--- src/rtl/rv16_ex_stage.sv ---
// rv16_ex_stage: execute-stage pipeline wrapper around the RV16 ALU.
//
// Decoded instructions are captured into an ID/EX register (stage 1).
// From there the stage drives the external ALU's operand and opcode ports.
// Operands are forwarded from the EX/MEM entry when it writes a source
// register. Conditional branches are resolved from the ALU compare result.
// ALU result, flags, rd, the branch decision and the branch target are
// registered into an EX/MEM register (stage 2). Both sides use valid/ready.
//
// Ports:
//   i_clk, i_rst_n           clock, async active-low reset
//   i_flush                  squash the ID/EX instruction
//   i_valid / o_ready        upstream handshake
//   i_pc .. i_wb_en          decoded instruction fields
//   o_alu_a/o_alu_b/o_alu_op ALU drive (combinational from ID/EX)
//   i_alu_result/zero/ovf/c  ALU response
//   o_valid / i_ready        downstream handshake
//   o_result .. o_branch_target  registered EX/MEM contents
module rv16_ex_stage #(
  parameter int XLEN = 32,
  parameter int RW   = 5
) (
  input  logic            i_clk,
  input  logic            i_rst_n,
  input  logic            i_flush,
  input  logic            i_valid,
  output logic            o_ready,
  input  logic [XLEN-1:0] i_pc,
  input  logic [XLEN-1:0] i_rs1_val,
  input  logic [XLEN-1:0] i_rs2_val,
  input  logic [XLEN-1:0] i_imm,
  input  logic            i_use_imm,
  input  logic [3:0]      i_alu_op,
  input  logic            i_is_branch,
  input  logic [2:0]      i_br_cond,
  input  logic [RW-1:0]   i_rs1_addr,
  input  logic [RW-1:0]   i_rs2_addr,
  input  logic [RW-1:0]   i_rd_addr,
  input  logic            i_wb_en,
  output logic [XLEN-1:0] o_alu_a,
  output logic [XLEN-1:0] o_alu_b,
  output logic [3:0]      o_alu_op,
  input  logic [XLEN-1:0] i_alu_result,
  input  logic            i_alu_zero,
  input  logic            i_alu_overflow,
  input  logic            i_alu_carry,
  output logic            o_valid,
  input  logic            i_ready,
  output logic [XLEN-1:0] o_result,
  output logic [RW-1:0]   o_rd_addr,
  output logic            o_wb_en,
  output logic            o_overflow,
  output logic            o_carry,
  output logic            o_branch_taken,
  output logic [XLEN-1:0] o_branch_target
);

  localparam logic [3:0] OP_SUB  = 4'b1000;
  localparam logic [3:0] OP_SLT  = 4'b0010;
  localparam logic [3:0] OP_SLTU = 4'b0011;

  // ID/EX register
  logic            s1_valid_q, s1_valid_d;
  logic [XLEN-1:0] s1_pc_q, s1_rs1_val_q, s1_rs2_val_q, s1_imm_q;
  logic            s1_use_imm_q, s1_is_branch_q, s1_wb_en_q;
  logic [3:0]      s1_alu_op_q;
  logic [2:0]      s1_br_cond_q;
  logic [RW-1:0]   s1_rs1_addr_q, s1_rs2_addr_q, s1_rd_addr_q;

  // EX/MEM register
  logic            s2_valid_q, s2_valid_d;
  logic [XLEN-1:0] s2_result_q, s2_target_q;
  logic [RW-1:0]   s2_rd_addr_q;
  logic            s2_wb_en_q, s2_overflow_q, s2_carry_q, s2_taken_q;

  logic            s2_free, s1_adv, accept;
  logic            fwd_a, fwd_b;
  logic [XLEN-1:0] rs1_op, rs2_op, target;
  logic            taken;

  assign s2_free = !s2_valid_q || i_ready;
  assign s1_adv  = s1_valid_q && s2_free;
  assign o_ready = !i_flush && (!s1_valid_q || s1_adv);
  assign accept  = i_valid && o_ready;

  always_comb begin
    s1_valid_d = s1_valid_q;
    if (accept)                 s1_valid_d = 1'b1;
    else if (i_flush || s1_adv) s1_valid_d = 1'b0;
  end

  always_comb begin
    s2_valid_d = s2_valid_q;
    if (s1_adv)                      s2_valid_d = 1'b1;
    else if (s2_valid_q && i_ready)  s2_valid_d = 1'b0;
  end

  // ---- Stage 1 (ID/EX): forwarding, ALU drive, branch resolution ----
  // Only the EX/MEM entry can forward; it holds the immediately older
  // instruction, whose result is not yet in the register file.
  assign fwd_a  = s2_valid_q && s2_wb_en_q && (s2_rd_addr_q != '0) &&
                  (s2_rd_addr_q == s1_rs1_addr_q);
  assign fwd_b  = s2_valid_q && s2_wb_en_q && (s2_rd_addr_q != '0) &&
                  (s2_rd_addr_q == s1_rs2_addr_q);
  assign rs1_op = fwd_a ? s2_result_q : s1_rs1_val_q;
  assign rs2_op = fwd_b ? s2_result_q : s1_rs2_val_q;

  assign o_alu_a = rs1_op;
  assign target  = s1_pc_q + s1_imm_q;

  // Branches always compare rs1 against rs2; the compare opcode is chosen
  // from the condition, and the decision reads zero or result bit 0.
  always_comb begin
    o_alu_b  = s1_use_imm_q ? s1_imm_q : rs2_op;
    o_alu_op = s1_alu_op_q;
    taken    = 1'b0;
    if (s1_is_branch_q) begin
      o_alu_b = rs2_op;
      case (s1_br_cond_q)
        3'b000: begin o_alu_op = OP_SUB;  taken = i_alu_zero;        end
        3'b001: begin o_alu_op = OP_SUB;  taken = !i_alu_zero;       end
        3'b100: begin o_alu_op = OP_SLT;  taken = i_alu_result[0];   end
        3'b101: begin o_alu_op = OP_SLT;  taken = !i_alu_result[0];  end
        3'b110: begin o_alu_op = OP_SLTU; taken = i_alu_result[0];   end
        3'b111: begin o_alu_op = OP_SLTU; taken = !i_alu_result[0];  end
        default: begin o_alu_op = OP_SUB; taken = 1'b0;              end
      endcase
    end
  end

  always_ff @(posedge i_clk or negedge i_rst_n) begin
    if (!i_rst_n) begin
      s1_valid_q     <= 1'b0;
      s1_pc_q        <= '0;
      s1_rs1_val_q   <= '0;
      s1_rs2_val_q   <= '0;
      s1_imm_q       <= '0;
      s1_use_imm_q   <= 1'b0;
      s1_alu_op_q    <= '0;
      s1_is_branch_q <= 1'b0;
      s1_br_cond_q   <= '0;
      s1_rs1_addr_q  <= '0;
      s1_rs2_addr_q  <= '0;
      s1_rd_addr_q   <= '0;
      s1_wb_en_q     <= 1'b0;
    end else begin
      s1_valid_q <= s1_valid_d;
      if (accept) begin
        s1_pc_q        <= i_pc;
        s1_rs1_val_q   <= i_rs1_val;
        s1_rs2_val_q   <= i_rs2_val;
        s1_imm_q       <= i_imm;
        s1_use_imm_q   <= i_use_imm;
        s1_alu_op_q    <= i_alu_op;
        s1_is_branch_q <= i_is_branch;
        s1_br_cond_q   <= i_br_cond;
        s1_rs1_addr_q  <= i_rs1_addr;
        s1_rs2_addr_q  <= i_rs2_addr;
        s1_rd_addr_q   <= i_rd_addr;
        s1_wb_en_q     <= i_wb_en;
      end
    end
  end

  // ---- Stage 2 (EX/MEM): registered result, held while stalled ----
  always_ff @(posedge i_clk or negedge i_rst_n) begin
    if (!i_rst_n) begin
      s2_valid_q    <= 1'b0;
      s2_result_q   <= '0;
      s2_target_q   <= '0;
      s2_rd_addr_q  <= '0;
      s2_wb_en_q    <= 1'b0;
      s2_overflow_q <= 1'b0;
      s2_carry_q    <= 1'b0;
      s2_taken_q    <= 1'b0;
    end else begin
      s2_valid_q <= s2_valid_d;
      if (s1_adv) begin
        s2_result_q   <= i_alu_result;
        s2_target_q   <= target;
        s2_rd_addr_q  <= s1_rd_addr_q;
        // Writes to x0 are dropped here so later forwarding never sees them.
        s2_wb_en_q    <= s1_wb_en_q && (s1_rd_addr_q != '0);
        s2_overflow_q <= i_alu_overflow;
        s2_carry_q    <= i_alu_carry;
        s2_taken_q    <= taken;
      end
    end
  end

  assign o_valid         = s2_valid_q;
  assign o_result        = s2_result_q;
  assign o_rd_addr       = s2_rd_addr_q;
  assign o_wb_en         = s2_wb_en_q;
  assign o_overflow      = s2_overflow_q;
  assign o_carry         = s2_carry_q;
  assign o_branch_taken  = s2_taken_q;
  assign o_branch_target = s2_target_q;

endmodule

--- config.mk ---
export PLATFORM = sky130hd
export DESIGN_NAME = rv16_ex_stage
export DESIGN_NICKNAME = d
export VERILOG_FILES = /design/src/rtl/rv16_ex_stage.sv
export SDC_FILE = /design/constraint.sdc
export NUM_CORES = 1
export LEC_CHECK = 0
export BUFFER_PORTS_ARGS = -buffer_cell sky130_fd_sc_hd__buf_2
export CAP_MARGIN = 30
export CORE_UTILIZATION = 30
export DETAILED_ROUTE_END_ITERATION = 7
export HOLD_SLACK_MARGIN = 0.06
export PLACE_DENSITY = 0.63
export SLEW_MARGIN = 25
export SYNTH_ARGS = -nofsm -noshare
export SYNTH_HDL_FRONTEND = slang
export SYNTH_SLANG_ARGS = --single-unit
--- constraint.sdc ---
create_clock -name i_clk -period 2.2 [get_ports i_clk]
set_input_delay 0.22 -clock i_clk [delete_from_list [all_inputs] [get_ports i_clk]]
set_output_delay 0.22 -clock i_clk [all_outputs]
set_load 0.02 [all_outputs]
==> summary.txt <==
Timing
  • Relative slew margins: 0.636
  • Fmax: ~340 MHz
  • Final-report hold violation count: 0
  • Setup WS post-layout: -0.705 ns
  • Final count of pins violating max slew: 0
  • Final Setup Violations: 76
  • Final worst hold slack: ~0.090 ns
  • Max Clock Skew: around 0.0081 ns
  • Portion of the clock cycle consumed by the worst path in the final layout: 1.32
  • Worst-Margin Slew: 0.546 ns
  • Setup repair after global routing missed its margin: true
  • Time the final worst path needs with I/O delays and setup: a little under 3 ns

Power and ir drop
  • P_leak: 8.70 nW
  • Internal Pwr Total: between 10 and 15 mW
  • Total Power: approximately 17 mW
  • Reported net switching power: 6.37 mW
  • Total power divided by cell area: 956 nW/um^2
  • Logic pwr share: 0.405
  • Share of total power in sequential cells: 0.329
  • Clock Power Share: 0.266
  • Maximum resistive drop on vdd: ~540 uV
  • Switching part of the total: 0.365

Clocking
  • Register clock-pin slew on the reported worst setup and hold paths: approximately 0.06 ns
  • TritonCTS clock tree: done
  • Clk_lat worst skew: 0.54 ns
  • Buffer cell driving the clock tree root: sky130_fd_sc_hd__clkbuf_16
  • TritonCTS Sinks: roughly 230
  • Largest buffer count on any clock path: 3
  • Number of clock buffers inserted by TritonCTS: 27
  • H-tree levels: 1

Worst setup path
  • CP startpoint kind: register
  • Maximum fanout along the worst path: 32
  • Arr. time, crit path: between 2 and 3 ns
  • Cell class contributing the biggest share of worst-path delay: simple AND/OR/NAND/NOR gates
  • CP required: roughly 2.0 ns
  • Largest stage delay on the critical path: roughly 0.41 ns
  • Slowest cell on the critical path: sky130_fd_sc_hd__o311a_4
  • Depth of the worst register-to-register path: 10
  • Crit-path cells: or3_1 -> o311a_4 -> nand4_1 -> buf_12 -> mux2_2 -> buf_2
  • Levels on crit path: 6
  • Crit path capture type: primary output
  • Buf/Inv on CP: 2
  • Type of the worst setup path: register to primary output

Synth
  • Library cell with the largest summed area after synthesis: sky130_fd_sc_hd__dfrtp_1
  • Total standard cell area after synthesis: around 12000 sq um
  • Number of unique standard cell types used by synthesis: 65
  • Nets in the synthesized netlist: 1283
  • Most used flip-flop cell after synthesis: sky130_fd_sc_hd__dfrtp_1
  • Flop and latch count out of synthesis: 228
  • Leading cell types by total area after synthesis: sky130_fd_sc_hd__dfrtp_1 49%, sky130_fd_sc_hd__mux2_2 18%, sky130_fd_sc_hd__nand2_1 6.8%
  • Synth async-reset ratio: 1.00
  • Number of enable-type register cells in the synthesized netlist: 0
  • Mean instance size in the synthesized netlist: 10.9 sq um
  • Part of the Yosys area used for sequential elements: 0.493
  • Portion of synthesized cell area occupied by the leading cell type: 0.493
  • Cell count after synthesis: around 1100
  • Number of synthesis warnings: 0

Cells and area
  • Number of nets in the layout: around 1900
  • Count of fill cells added during filler insertion: 3398
  • Sequential Area: about 5700 sq um
  • Final core occ: 0.483
  • Fraction of final layout cells with drive strength greater than 1: 0.461
  • Area grow syn2layout: 58.0%
  • Area of the multi-input gates: roughly 6000 sq um
  • Non-filler cells, final: roughly 2200

Floorplan
  • Number of placed I/O pins: between 300 and 400
  • Standard-cell row count: about 70
  • Core Box Area: about 38000 sq um
  • Initial Util: 0.306
  • Y dimension of the die: between 150 and 200 microns
  • Die span in x: between 150 and 200 microns
  • Total Die Area: between 30000 and 40000 sq um

Routing
  • Vias: about 11000
  • Average routed wire per standard cell: between 15 and 20 microns
  • WL final: 41.0 mm
  • Detailed Routing Iterations Pass 1: 5
  • Vias per inst: ~4.8
  • ANT nets after route: 0
  • Initial DRC Count: roughly 520
  • Drc violations: 0

Place
  • IO buf count: approximately 340
  • HPWL after detailed placement: between 20 and 30 mm
  • Routability cong.: around 0.89
  • # placed instances: 1968

Global routing
  • Via count of the first global-routing pass: approximately 11000
  • Global-route usage over all layers: 0.204
  • Number of antenna violations at the first check in global routing: 3
  • Pin count of the biggest net entering global routing: 65
  • Overflow left after global routing: 0
  • Global-route wire length before repair: between 60 and 70 mm

Job
  • Maxcap violations: 0

Worst hold path
  • Worst hold path type: input port to register
  • Cell depth of the worst hold path: 3

Outcome
  • Outcome: finished with violations
  • Violated checks: setup timing
-- cell families after synthesis --
family,after synthesis,synth area share
simple gates,301,0.112
flops,228,0.493
mux,222,0.212
compound gates,174,0.0963
buf+inv,70,0.0277
fa+ha+maj,32,0.0352
xor+xnor,31,0.0235
-- metrics by stage --
| stage | cell area (sq um) | TNS [ns] | setup WS (ns) |
|---|---|---|---|
| global route | 18300 | -48.52 | -0.764 |
| finish | 18300 | -41.80 | -0.705 |
| global placement | 14700 | -4.96 | -0.220 |
| CTS | 18000 | -42.40 | -0.722 |
| floorplan | 11600 | -0.509 | -0.146 |
| detailed placement | 14700 | -7.84 | -0.263 |
-- power groups by stage --
| stage | combinational (mW) | sequential (mW) | clock, mW |
|---|---|---|---|
| 3_5_place_dp | 6.09 | 5.77 | 0 |
| 3_3_place_gp | 6.00 | 5.73 | 0 |
| 6_report | 7.08 | 5.76 | 4.65 |
| 5_1_grt | 7.59 | 5.86 | 4.94 |
| 2_1_floorplan | 3.08 | 6.10 | 0 |
| 4_1_cts | 6.75 | 5.72 | 4.77 |
-- flip-flops by register name (all words and copies together) (netlist names), 3 cells and up --
name,count
s1_rs2_addr_q,5
s1_rd_addr_q,5
s1_imm_q,32
o_rd_addr,5
s1_pc_q,32
s1_rs1_addr_q,5
o_branch_target,32
s1_br_cond_q,3
o_result,32
s1_alu_op_q,4
s1_rs1_val_q,32
s1_rs2_val_q,32
-- placed cells by master (no fill, tap or decap), types with 13 or more instances in the layout --
cell type                       synthesis  layout
sky130_fd_sc_hd__a21oi_1               26      23
sky130_fd_sc_hd__ha_1                  31      22
sky130_fd_sc_hd__o21ai_1               10      39
sky130_fd_sc_hd__buf_2                 13     315
sky130_fd_sc_hd__mux2_2               186     185
sky130_fd_sc_hd__nor2_1                20      20
sky130_fd_sc_hd__buf_6                  4      18
sky130_fd_sc_hd__buf_4                  3     121
sky130_fd_sc_hd__dlygate4sd3_1          0     190
sky130_fd_sc_hd__o21ai_2                2      13
sky130_fd_sc_hd__buf_12                 0      15
sky130_fd_sc_hd__mux2i_1               36      24
sky130_fd_sc_hd__nand3_1               20      19
sky130_fd_sc_hd__dfrtp_1              228     226
sky130_fd_sc_hd__nand2_1              210     207
sky130_fd_sc_hd__o21ai_0               68      27
sky130_fd_sc_hd__clkbuf_16              0      27
sky130_fd_sc_hd__xor2_1                15      15
-- per-layer routing --
metal  wire length, microns  GRT usage  vias up
met5                      0          0        -
li1                       -          -     4998
met2                  20300      0.349      346
met3                   1900     0.0298      109
met4                   1870      0.101        0
met1                  16900      0.250     5288
-- final timing paths --
check	endpoint	slack, ns	from
hold / removal	o_valid$_DFFE_PN0P_	0.09	i_ready
setup / recovery	o_alu_a[8]	-0.71	o_rd_addr[2]$_DFFE_PN0P_
hold reg to reg	o_branch_target[6]$_DFFE_PN0P_	0.46	o_branch_target[6]$_DFFE_PN0P_
setup reg to reg	o_branch_target[24]$_DFFE_PN0P_	-0.25	s1_imm_q[0]$_DFFE_PN0P_
min in group asynchronous	s1_alu_op_q[0]$_DFFE_PN0P_	0.23	i_rst_n
max in group asynchronous	s1_rs2_val_q[19]$_DFFE_PN0P_	1.26	i_rst_n
-- cell usage after synthesis (all sizes together) (11+ instances only) --
| master | instances |
|---|---|
| o21ai | 80 |
| clkbuf | 35 |
| xnor2 | 16 |
| xor2 | 15 |
| dfrtp | 228 |
| mux2i | 36 |
| nand2 | 210 |
| nor3 | 11 |
| ha | 31 |
| nor2 | 20 |
| nand3 | 20 |
| a21oi | 27 |
| mux2 | 186 |
| buf | 25 |
-- timing repair --
item	4_1_cts	5_1_grt
endpoints found under the hold margin	267	0
setup buffers	7	4
cloned	3	0
hold buffers	190	0
pin swaps	23	23
setup endpoints to repair	85	86
resized for setup	64	68
-- layout make-up --
cell class	instances	share of cell area
clock buffers	34	0.0406
diodes	4	0.000547
inverters	10	0.00205
flip-flops and latches	228	0.312
repair buffers	660	0.268
clock inverters	15	0.00978
multi-input cells	761	0.332
well taps	511	0.0350
-- worst reg2reg max path: cells and delay by family, from the launching register on --
family	cells	cell delay [ns]
AO/OA/AOI/OAI	4	0.76
adder cells (fa/ha/maj)	2	0.55
buffers and inverters	1	0.12
flip-flops	1	0.39
AND/OR/NAND/NOR	3	0.55
Power figures use the tool's default switching activity.
